[src/rtl/pipelined_cla_adder.sv]
// rtl/pipelined_cla_adder.sv - pipelined carry-lookahead adder/subtractor, one register stage per 4-bit group
module pipelined_cla_adder #(
  parameter int WIDTH = 16
) (
  input  logic             clk,
  input  logic             rst_n,
  input  logic             in_valid,
  output logic             in_ready,
  input  logic [WIDTH-1:0] A,
  input  logic [WIDTH-1:0] B,
  input  logic             Cin,
  input  logic             sub,
  output logic             out_valid,
  input  logic             out_ready,
  output logic [WIDTH-1:0] S,
  output logic             Cout,
  output logic             OVF,
  output logic             Z
);
  localparam int LAT = WIDTH / 4;

  // 4-bit lookahead group: returns {group carry-out, sum[3:0]}
  function automatic logic [4:0] cla4(input logic [3:0] a, input logic [3:0] b, input logic c);
    logic [3:0] p, g;
    logic c1, c2, c3, gg, pp;
    p  = a ^ b;
    g  = a & b;
    c1 = g[0] | (p[0] & c);
    c2 = g[1] | (p[1] & g[0]) | (p[1] & p[0] & c);
    c3 = g[2] | (p[2] & g[1]) | (p[2] & p[1] & g[0]) | (p[2] & p[1] & p[0] & c);
    gg = g[3] | (p[3] & g[2]) | (p[3] & p[2] & g[1]) | (p[3] & p[2] & p[1] & g[0]);
    pp = &p;
    return {gg | (pp & c), p ^ {c3, c2, c1, c}};
  endfunction

  logic             advance;
  logic [WIDTH-1:0] beff;
  logic             c0;

  logic [WIDTH-1:0] a_i [LAT];
  logic [WIDTH-1:0] b_i [LAT];
  logic [WIDTH-1:0] s_x [LAT];
  logic [WIDTH-1:0] a_q [LAT];
  logic [WIDTH-1:0] b_q [LAT];
  logic [WIDTH-1:0] s_q [LAT];
  logic [LAT-1:0]   c_i, c_n, c_q, v_i, v_q;
  logic [WIDTH-1:0] sg;
  logic             ovf_q, z_q, ovf_n, z_n, msb_cin;

  assign beff     = sub ? ~B : B;
  assign c0       = sub | Cin;
  assign advance  = ~v_q[LAT-1] | out_ready;
  assign in_ready = advance;

  for (genvar k = 0; k < LAT; k++) begin : g_stage
    if (k == 0) begin : g_src
      assign a_i[0]  = A;
      assign b_i[0]  = beff;
      assign c_i[0]  = c0;
      assign v_i[0]  = in_valid;
      assign s_x[0]  = WIDTH'(sg[3:0]);
    end else begin : g_src
      assign a_i[k]  = a_q[k-1];
      assign b_i[k]  = b_q[k-1];
      assign c_i[k]  = c_q[k-1];
      assign v_i[k]  = v_q[k-1];
      // keep the lower groups already resolved upstream, splice in this group's sum
      assign s_x[k]  = (s_q[k-1] & ({WIDTH{1'b1}} >> (WIDTH - 4*k)))
                     | (sg & (WIDTH'(4'hF) << (4*k)));
    end
    assign {c_n[k], sg[4*k +: 4]} = cla4(a_i[k][4*k +: 4], b_i[k][4*k +: 4], c_i[k]);
  end

  // carry into the MSB recovered from the MSB sum bit and its operands
  assign msb_cin = s_x[LAT-1][WIDTH-1] ^ a_i[LAT-1][WIDTH-1] ^ b_i[LAT-1][WIDTH-1];
  assign ovf_n   = msb_cin ^ c_n[LAT-1];
  assign z_n     = ~|s_x[LAT-1];

  always_ff @(posedge clk) begin
    if (!rst_n) begin
      v_q   <= '0;
      c_q   <= '0;
      ovf_q <= 1'b0;
      z_q   <= 1'b1;
      for (int k = 0; k < LAT; k++) begin
        s_q[k] <= '0;
        a_q[k] <= '0;
        b_q[k] <= '0;
      end
    end else if (advance) begin
      v_q <= v_i;
      // data registers only move with a real beat so bubbles leave results untouched
      for (int k = 0; k < LAT; k++) begin
        if (v_i[k]) begin
          s_q[k] <= s_x[k];
          c_q[k] <= c_n[k];
          a_q[k] <= a_i[k];
          b_q[k] <= b_i[k];
        end
      end
      if (v_i[LAT-1]) begin
        ovf_q <= ovf_n;
        z_q   <= z_n;
      end
    end
  end

  assign out_valid = v_q[LAT-1];
  assign S         = s_q[LAT-1];
  assign Cout      = c_q[LAT-1];
  assign OVF       = ovf_q;
  assign Z         = z_q;

endmodule

[config.mk]
export PLATFORM = sky130hd
export DESIGN_NAME = pipelined_cla_adder
export DESIGN_NICKNAME = d
export VERILOG_FILES = /design/src/rtl/pipelined_cla_adder.sv
export SDC_FILE = /design/constraint.sdc
export NUM_CORES = 1
export LEC_CHECK = 0
export BUFFER_PORTS_ARGS = -buffer_cell sky130_fd_sc_hd__buf_4
export CAP_MARGIN = 20
export CELL_PAD_IN_SITES_DETAIL_PLACEMENT = 2
export CELL_PAD_IN_SITES_GLOBAL_PLACEMENT = 2
export CORE_ASPECT_RATIO = 1.25
export CORE_MARGIN = 3
export CORE_UTILIZATION = 23
export DETAILED_ROUTE_END_ITERATION = 8
export GPL_TIMING_DRIVEN = 0
export PLACE_DENSITY_LB_ADDON = 0.1
export SYNTH_ARGS = -nofsm -noshare
export SYNTH_HDL_FRONTEND = slang
export SYNTH_SLANG_ARGS = --single-unit
export TNS_END_PERCENT = 50
[constraint.sdc]
create_clock -name clk -period 2.2 [get_ports clk]
set_input_delay 0 -clock clk [delete_from_list [all_inputs] [get_ports clk]]
set_output_delay 0 -clock clk [all_outputs]
set_load 0.02 [all_outputs]
==> results_dict.tcl, run 1 <==
set metrics [dict create \
    arrival_ns 2.27 \
    synth_fp_nets 386 \
    max_freq_ghz 0.499 \
    cp_slowest_cell "fa_1" \
    synthSimpleGateAreaFrac 0.165 \
    worstMarginPinSlew_ns 0.822 \
    start_kind "register" \
    syn2layout_area_growth_pct 29.1 \
    synth_top_family_by_area "simple AND/OR/NAND/NOR gates" \
    p_per_area_nw_per_um2 729 \
    io_buffer_count 56 \
    htree_levels 3 \
    synth_fa_ha_area_frac 0.0639 \
    numClockSinks 98 \
    core_area_sq_um 18400 \
    synthesis.area_sq_um 4390 \
    drive_above_1_share 0.212 \
    clockBufferDepth 2 \
    dp_cells 613 \
    postCtsSetupRepairBufs 0 \
    avgViaCountPerCell 4.03 \
    finalSetupTns_ns 0 \
    grt_usage 0.0872 \
    clockRootBuffer "clkbuf_16" \
    synthMuxAreaShare 0.00342 \
    gp_congestion 0.690 \
    fin_ws_ns 0.197 \
    finalHoldViolCount 0 \
    cp_slowest_stage_delay_ns 0.58 \
    drc 0 \
    maxCapViolations 0 \
    first_iter_violations 98 \
    hpwl_um 6800 \
    stdcell_count 653 \
    whs_ns 0.00711 \
    setup_violations 0 \
    ys_seq_elements 98 \
    async_reset_ff_frac 0 \
    cp.required_ns 2.46 \
    wire_per_inst_um 13.2 \
    p_leak_nw 2.26 \
    finalMaxSlewViolations 0 \
    yosysSeqAreaShare 0.648 \
    worstPathCellList "inv_1, fa_1, nor4b_4, nand4_1, nor4_2, a21oi_1, nor3_1" \
    nNetsFinal 478 \
    yosysWarnings 0 \
    ys.flop_type "edfxtp_1" \
    grt-ovfl-total 0 \
    final.setup_skew_ns 0.0120 \
    antenna_found_initial 0 \
    grt_first_pass_wirelength_um 14400 \
    fin_crit_ns 2.00 \
    die_x_um 130 \
    pin_count 59 \
    initial_core_util 0.238 \
    fin_crit_sh 0.911 \
    dr.pass1.iters 4 \
    vdd_ir_drop_max_v 0.000354 \
    clock_latency_ns 0.35 \
    outcome "completed" \
    synth_area_per_cell_sq_um 13.4 \
    synth_xor_area_frac 0.0559 \
    cp_max_fo 2 \
    ys_types 39 \
    die_y_um 160 \
    cts_tree "yes" \
    cts.clk_slew.worst_paths_ns 0.07 \
    num_vias 2632 \
    synth_edf_count 88 \
    grt_pass1_vias 2887 \
    diodes 0 \
    grt_max_degree 25 \
    ant_nets 0 \
    routed_wl_um 8640 \
    rsz0062_at_grt "no" \
    critPathKind "register to register" \
    synth-compound-area-share 0.0439 \
    synth_cells 328 \
    numCtsBuffers 9 \
    place_ws_ns 0.0542 \
    total_power_mw 4.13 \
    rows 55 \
    dieArea_sq_um 20800 \
    crit_path_end_kind "register" \
    relSlewSlack 0.451 \
    min_path_type "primary input to register" \
]
## cell usage in the layout, fill, tap and decap left out, types with 4 or more instances in the layout
| cell type | count |
|---|---|
| edfxtp_1 | 88 |
| and2_1 | 63 |
| buf_4 | 57 |
| nor2_1 | 30 |
| dlygate4sd3_1 | 24 |
| xnor2_1 | 20 |
| ha_1 | 16 |
| nand2_1 | 12 |
| dfxtp_1 | 10 |
| clkbuf_16 | 9 |
| xor2_1 | 8 |
| inv_1 | 8 |
| clkbuf_1 | 7 |
| nand3_1 | 7 |
| a21oi_1 | 7 |
| o21ai_0 | 5 |
| buf_2 | 4 |
| a21o_1 | 4 |
| and3_1 | 4 |
| fa_1 | 4 |
## where the power goes
group	leakage, nW	switching (mW)	internal, mW	total (mW)
Combinational	1.11	0.228	0.220	0.448
Sequential	1.02	0.0425	2.15	2.19
Clock	0.132	0.711	0.775	1.49
## final timing paths
| path | slack (ns) | cells after the start | startpoint | to |
|---|---|---|---|---|
| setup / recovery | 0.20 | 7 | a_q[0][44]$_SDFFCE_PN0P_ | Z$_SDFFE_PN1P_ |
| hold / removal | 0.007 | 3 | B[10] | b_q[0][10]$_SDFFCE_PN0P_ |
| hold reg to reg | 0.45 | 2 | c_q[3]$_SDFFE_PN0P_ | c_q[3]$_SDFFE_PN0P_ |
| setup reg to reg | 0.20 | 7 | a_q[0][44]$_SDFFCE_PN0P_ | Z$_SDFFE_PN1P_ |
## stage by stage
| step | cell area (sq um) | util |
|---|---|---|
| 2_1_floorplan | 4390 | - |
| 3_5_place_dp | 5120 | 0.278 |
| 6_report | 5660 | 0.307 |
| 5_1_grt | 5660 | 0.307 |
| 4_1_cts | 5640 | 0.306 |
| 3_3_place_gp | 5090 | 0.276 |
## Yosys cell counts, types with 5 or more instances
cell type  number  share of area
and2_1         63          0.090
nand3_1         7         0.0080
clkbuf_1        7         0.0060
dfxtp_1        10          0.046
a21oi_1         7         0.0080
ha_1           16          0.046
nor2_1         30          0.026
nand2_1        13          0.011
xor2_1          8          0.016
xnor2_1        20          0.040
edfxtp_1       88           0.60
inv_1           8         0.0068
o21ai_0         5         0.0057
## routing by layer
metal | GRT usage | vias to the layer above | routed length [um]
li1 | - | 1327 | -
met1 | 0.0988 | 1240 | 3520
met2 | 0.160 | 54 | 4640
met3 | 0.0173 | 11 | 318
met4 | 0.0317 | 0 | 165
met5 | 0 | - | 0
## worst max-delay path, delay by kind of cell, from the launching register on
| kind | cells | cell delay (ns) |
|---|---|---|
| simple gates | 4 | 0.82 |
| fa+ha+maj | 1 | 0.58 |
| flops | 1 | 0.36 |
| compound gates | 1 | 0.10 |
| buf+inv | 1 | 0.06 |
## sequential cells by signal (all words and copies together) (netlist names)
| name | cells |
|---|---|
| OVF | 1 |
| b_q | 24 |
| v_q | 4 |
| s_q | 40 |
| Z | 1 |
| a_q | 24 |
| c_q | 4 |
## area by class of cell
cell class | count | area [sq um]
fill | 1935 | 12800
sequential | 98 | 2840
multi-input combinational | 209 | 1480
clock buffer | 9 | 225
clock inverter | 7 | 55.1
timing repair buffer | 81 | 688
tap | 228 | 285
buffer | 12 | 53.8
inverter | 9 | 33.8
## repair_timing
| item | in CTS | in global routing |
|---|---|---|
| hold buffers | 24 | 0 |
| resized for setup | 0 | 4 |
| hold endpoints to repair | 26 | 0 |
| setup endpoints to repair | 0 | 25 |
## cell families after synthesis
family,Yosys count
simple gates,131
flops,98
mux,1
xor+xnor,28
buf+inv,21
compound gates,29
fa+ha+maj,20
Power figures use the tool's default switching activity.
==> run 2, diff against run 1 <==
--- a/config.mk
+++ b/config.mk
@@ -15,6 +15,7 @@
 export DETAILED_ROUTE_END_ITERATION = 8
 export GPL_TIMING_DRIVEN = 0
 export PLACE_DENSITY_LB_ADDON = 0.1
+export RECOVER_POWER = 50
 export SYNTH_ARGS = -nofsm -noshare
 export SYNTH_HDL_FRONTEND = slang
 export SYNTH_SLANG_ARGS = --single-unit
==> run 2 against run 1 <==
  * Power fell by 0.52%
  * Largest cell class unchanged
  * Largest power group unchanged
  * Clock power is essentially flat
  * Final area decreased by 1.5%
  * Sequential share of layout area is 0.79 points higher
  * Via count is 0.11% lower
==> results_dict.tcl, run 2 (synthesis results as in run 1) <==
set metrics [dict create \
    layout_common_cells "88 x edfxtp_1, 36 x buf_4, 34 x and2_1, 30 x nor2_1" \
    diodes 0 \
    finalMaxSlewViolations 0 \
    nNetsFinal 478 \
    reg_top3 "s_q: 40 flops, a_q: 24 flops, b_q: 24 flops" \
    hpwl_um 6800 \
    finalHoldViolCount 0 \
    routed_wl_um 8670 \
    grt_usage 0.0872 \
    cts.clk_slew.worst_paths_ns 0.07 \
    finalCoreUtilization 0.302 \
    fin_crit_ns 2.00 \
    largest_reg_flops 40 \
    io_buffer_count 56 \
    grt_max_degree 25 \
    max_freq_ghz 0.501 \
    wire_per_inst_um 13.3 \
    worstPathCellList "inv_1, fa_1, nor4b_4, nand4_1, nor4_2, a21oi_1, nor3_1" \
    relSlewSlack 0.450 \
    cp_slowest_stage_delay_ns 0.58 \
    num-fill-cells 1939 \
    fin_crit_sh 0.907 \
    dr.pass1.iters 4 \
    cts_tree "yes" \
    grt-ovfl-total 0 \
    htree_levels 3 \
    grt_pass1_vias 2887 \
    maxCapViolations 0 \
    core_area_sq_um 18400 \
    die_y_um 160 \
    gp_congestion 0.690 \
    outcome "completed" \
    stdcell_count 653 \
    endpoint "Z$_SDFFE_PN1P_" \
    r2r_slack_ns 0.20 \
    p_leak_nw 2.15 \
    crit_path_start "a_q[0][44]$_SDFFCE_PN0P_" \
    initial_core_util 0.238 \
    mostFrequentLayoutCell "edfxtp_1" \
    numClockSinks 98 \
    worstMarginPinSlew_ns 0.823 \
    whs_ns 0.00729 \
    r2r_cells 7 \
    finalSetupTns_ns 0 \
    ant_nets 0 \
    postCtsSetupRepairBufs 0 \
    fin_area_sq_um 5580 \
    cp_max_fo 2 \
    pin_count 59 \
    p_per_area_nw_per_um2 736 \
    drc 0 \
    critPathKind "register to register" \
    crit_family "simple AND/OR/NAND/NOR gates" \
    drive_above_1_share 0.155 \
    ff_latch_area_sq_um 2840 \
    final.setup_skew_ns 0.0133 \
    setup_violations 0 \
    place_area_sq_um 5120 \
    num_vias 2629 \
    dieArea_sq_um 20800 \
    clock_latency_ns 0.35 \
    dp_cells 613 \
    crit_path_end_kind "register" \
    arrival_ns 2.26 \
    worstReg2RegStart "a_q[0][44]$_SDFFCE_PN0P_" \
    multi_input_area_sq_um 1470 \
    clockBufferDepth 2 \
    cp.required_ns 2.46 \
    numCtsBuffers 9 \
    syn2layout_area_growth_pct 27.1 \
    vdd_ir_drop_max_v 0.000354 \
    rsz0062_at_grt "no" \
    min_path_type "primary input to register" \
    rows 55 \
    die_x_um 130 \
    cp_slowest_cell "fa_1" \
    r2r_end "Z$_SDFFE_PN1P_" \
    clockRootBuffer "clkbuf_16" \
    cp_num_cells 7 \
    first_iter_violations 102 \
    avgViaCountPerCell 4.03 \
    regMostFlops "s_q" \
    antenna_found_initial 0 \
    grt_first_pass_wirelength_um 14400 \
    crit_buf_inv 1 \
    start_kind "register" \
]
[run 2: changes by cell type in the layout (fill, tap and decap cells not counted)]
cell / change
and2_0: +29
and2_1: -29
clkbuf_1: +22
buf_4: -21
buf_2: -3
clkbuf_2: +2
inv_1: +1
inv_2: -1
nand2b_1: +1
nand2b_4: -1
[run 2: repair_timing]
item / in CTS / in global routing
resized for setup: 0 / 4
setup endpoints to repair: 0 / 25
hold buffers: 24 / 0
endpoints found under the hold margin: 26 / 0
[run 2: area by class of cell]
class                      count  area share
multi-input combinational    209       0.264
clock buffer                   9      0.0404
inverter                       9     0.00606
tap                          228      0.0512
sequential                    98       0.510
clock inverter                 7     0.00987
timing repair buffer          81       0.109
buffer                        12     0.00943
[run 2: worst min-delay path by stage]
| stage | start | end | slack [ns] | cells after the start |
|---|---|---|---|---|
| floorplan | in_valid | v_q[0]$_SDFFE_PN0N_ | 0.19 | 2 |
| finish | B[10] | b_q[0][10]$_SDFFCE_PN0P_ | 0.007 | 3 |
| global route | B[10] | b_q[0][10]$_SDFFCE_PN0P_ | 0.02 | 3 |
| global placement | A[7] | a_q[0][7]$_SDFFCE_PN0P_ | 0.29 | 2 |
| CTS | B[10] | b_q[0][10]$_SDFFCE_PN0P_ | 0.005 | 3 |
| detailed placement | A[15] | a_q[0][15]$_SDFFCE_PN0P_ | 0.28 | 2 |
[run 2: where the power goes]
| part | switching [mW] | internal (mW) |
|---|---|---|
| Clock | 0.707 | 0.775 |
| Combinational | 0.228 | 0.203 |
| Sequential | 0.0425 | 2.15 |
| Total | 0.977 | 3.13 |
[run 2: worst min-delay path, delay by kind of cell]
kind | cells | cell delay [ns]
xor+xnor | 1 | 0.05
buf+inv | 1 | 0.08
simple gates | 1 | 0.09
[run 2: metrics by stage]
step           power, mW  setup WS, ns
3_3_place_gp        2.64       -0.0690
2_1_floorplan       2.49         0.262
5_1_grt             4.31       0.00196
6_report            4.11         0.204
3_5_place_dp        2.66        0.0542
4_1_cts             4.19        0.0389
[run 2: metal layers]
layer,vias to the layer above,track usage,share of wire
met1,1235,0.0988,0.41
met3,11,0.0173,0.039
li1,1329,-,-
met4,0,0.0317,0.019
met2,54,0.160,0.53
met5,-,0,0
==> run 3, diff against run 2 <==
--- a/config.mk
+++ b/config.mk
@@ -5,6 +5,7 @@
 export SDC_FILE = /design/constraint.sdc
 export NUM_CORES = 1
 export LEC_CHECK = 0
+export ABC_AREA = 1
 export BUFFER_PORTS_ARGS = -buffer_cell sky130_fd_sc_hd__buf_4
 export CAP_MARGIN = 20
 export CELL_PAD_IN_SITES_DETAIL_PLACEMENT = 2
==> run 3 against run 2 <==
  * Routed wire length up 8.1%
  * Worst hold slack worse by 0.0081 ns
  * Clock skew down 0.0017 ns
  * Area after synthesis up 2.8%
  * Clock power up 7%
  * Critical path type unchanged
  * Largest cell class unchanged
  * Power up 3.2%
  * Core utilization down 0.17 points
  * Final area up 2.4%
  * Critical endpoint unchanged
  * The run now ends with hold timing left
==> results_dict.tcl, run 3 <==
set metrics [dict create \
    numClockSinks 98 \
    grt-ovfl-total 0 \
    grt_usage 0.0932 \
    ys.flop_type "edfxtp_1" \
    worstPathCellList "inv_1, nor2_4, nor2_1, inv_1, nand2_1, or2_0, nand3_1, nor2_1" \
    min_path_type "primary input to register" \
    first_iter_violations 80 \
    layout_common_cells "90 x nor2_1, 88 x edfxtp_1, 86 x inv_1, 39 x buf_4, 28 x nand2_1" \
    num-fill-cells 2096 \
    setup_violations 0 \
    rsz0062_at_grt "no" \
    relSlewSlack 0.352 \
    die_y_um 163 \
    cts_tree "yes" \
    clockRootBuffer "clkbuf_16" \
    post-synth-top-area-fraction 0.586 \
    dieArea_sq_um 21300 \
    grt_max_degree 29 \
    violations "hold timing" \
    diodes 0 \
    core_area_sq_um 19000 \
    async_reset_ff_frac 0 \
    hold_buffers 24 \
    regMostFlops "s_q" \
    yosysMostFrequentCell "edfxtp_1" \
    yosysSeqAreaShare 0.630 \
    worstReg2RegStart "v_q[3]$_SDFFE_PN0N_" \
    cp_slowest_cell "nand2_1" \
    reg_top3 "s_q: 40 flops, a_q: 24 flops, b_q: 24 flops" \
    final.setup_skew_ns 0.0116 \
    holdPathStages 4 \
    stdcell_count 773 \
    grt_pass1_vias 3178 \
    finalSetupTns_ns 0 \
    clockBufferDepth 2 \
    critPathKind "register to register" \
    cp_slowest_stage_delay_ns 0.40 \
    r2r_slack_ns 0.39 \
    cp_max_fo 17 \
    crit_path_start "v_q[3]$_SDFFE_PN0N_" \
    start_kind "register" \
    routed_wl_um 9370 \
    clock_latency_ns 0.35 \
    synth_cells 415 \
    worstMarginPinSlew_ns 0.970 \
    io_buffer_count 56 \
    crit_buf_inv 2 \
    antenna_found_initial 0 \
    synth_edf_count 88 \
    gp_congestion 0.712 \
    r2r_end "Z$_SDFFE_PN1P_" \
    cp.required_ns 2.43 \
    htree_levels 3 \
    synth_fp_nets 473 \
    numCtsBuffers 9 \
    cts.clk_slew.worst_paths_ns 0.07 \
    fin_crit_sh 0.823 \
    cts_resized 0 \
    wire_per_inst_um 12.1 \
    synth_area_per_cell_sq_um 10.9 \
    ys_types 31 \
    initial_core_util 0.237 \
    r2r_cells 8 \
    synth_common_cells "88 x edfxtp_1, 87 x nor2_1, 82 x inv_1" \
    fin_crit_ns 1.81 \
    pin_count 59 \
    finalMaxSlewViolations 0 \
    hold_end "v_q[2]$_SDFFE_PN0N_" \
    maxCapViolations 0 \
    largest_reg_flops 40 \
    finalHoldViolCount 1 \
    syn2layout_area_growth_pct 26.6 \
    hp-start "out_ready" \
    synthesis.area_sq_um 4510 \
    crit_path_end_kind "register" \
    max_freq_ghz 0.552 \
    postCtsSetupRepairBufs 0 \
    dr.pass1.iters 4 \
    outcome "complete, but fails checks" \
    drc 0 \
    ys_seq_elements 98 \
    drive_above_1_share 0.139 \
    grt_first_pass_wirelength_um 15700 \
    ant_nets 0 \
    vdd_ir_drop_max_v 0.000361 \
    p_per_area_nw_per_um2 742 \
    whs_ns -0.000757 \
    crit_family "simple AND/OR/NAND/NOR gates" \
    p_leak_nw 2.39 \
    synth_area_leader_cell "edfxtp_1" \
    arrival_ns 2.04 \
    avgViaCountPerCell 3.77 \
    num_vias 2918 \
    hpwl_um 7310 \
    synthTopCellsByArea "edfxtp_1 59%, nor2_1 7.2%, inv_1 6.8%" \
    mostFrequentLayoutCell "nor2_1" \
    die_x_um 131 \
    dp_cells 732 \
    rows 56 \
    nNetsFinal 565 \
    yosysWarnings 0 \
]
## run 3: changes by cell type in the layout (fill, tap and decap cells not counted), sizes merged, moves of 5 or more
| cell | previous run | this run |
|---|---|---|
| inv | 10 | 90 |
| and3 | 6 | 0 |
| a21oi | 7 | 14 |
| nor2 | 30 | 92 |
| nand3 | 8 | 13 |
| nand2 | 13 | 34 |
| and2 | 63 | 0 |
| xnor2 | 20 | 15 |
## run 3: worst reg2reg max path, stage by stage (launching register included)
cell	delay, ns
dfxtp_1	0.34
inv_1	0.07
nor2_4	0.16
nor2_1	0.12
inv_1	0.11
nand2_1	0.40
or2_0	0.37
nand3_1	0.08
nor2_1	0.04
## run 3: area by class of cell
class	count	area, sq um	share of cell area
plain buffers	10	50.0	0.00877
clock buffers	9	225	0.0395
clock inverters	7	70.1	0.0123
inverters	91	344	0.0603
multi-input cells	216	1240	0.217
flip-flops and latches	98	2840	0.498
well taps	261	327	0.0572
repair buffers	81	613	0.107
## run 3: worst max path at each step
| stage | to | slack, ns | depth (start not counted) |
|---|---|---|---|
| floorplan | a_q[0][10]$_SDFFCE_PN0P_ | 0.39 | 5 |
| global placement | a_q[0][15]$_SDFFCE_PN0P_ | 0.18 | 5 |
| detailed placement | a_q[0][15]$_SDFFCE_PN0P_ | 0.11 | 5 |
| CTS | a_q[0][8]$_SDFFCE_PN0P_ | 0.1 | 5 |
| global route | s_q[3][10]$_SDFFCE_PN0P_ | 0.13 | 8 |
| finish | Z$_SDFFE_PN1P_ | 0.39 | 8 |
## run 3: logic make-up after synthesis
logic type | share of synthesized area
AOI/OAI and AO/OA | 0.0322
xor gates and xnor gates | 0.0408
adders and majority gates | 0.0622
buffers and inverters | 0.0910
DFF | 0.630
and+or+nand+nor | 0.143
## run 3: per-stage QoR
| step | hold WS (ns) | worst slack (ns) | area (sq um) | total power, mW | utilization |
|---|---|---|---|---|---|
| after floorplan | 0.135 | 0.388 | 4510 | 2.51 | - |
| after global placement | 0.300 | 0.182 | 5260 | 2.68 | 0.277 |
| after detailed placement | 0.310 | 0.110 | 5260 | 2.70 | 0.277 |
| after CTS | 0.0000328 | 0.0986 | 5790 | 4.34 | 0.305 |
| after global routing | 0.00710 | 0.129 | 5710 | 4.45 | 0.301 |
| final | -0.000757 | 0.389 | 5710 | 4.24 | 0.301 |
## run 3: routing by layer
layer | GRT usage | share of wire
met1 | 0.102 | 0.44
met5 | 0 | 0
met4 | 0.0387 | 0.016
met3 | 0.0290 | 0.039
met2 | 0.168 | 0.51
## run 3: power breakdown
group	internal, mW	total (mW)	switching, mW	leakage (nW)
sequential	2.15	2.19	0.0422	1.02
combinational	0.194	0.461	0.266	1.22
clock	0.880	1.58	0.704	0.147
total	3.23	4.24	1.01	2.39
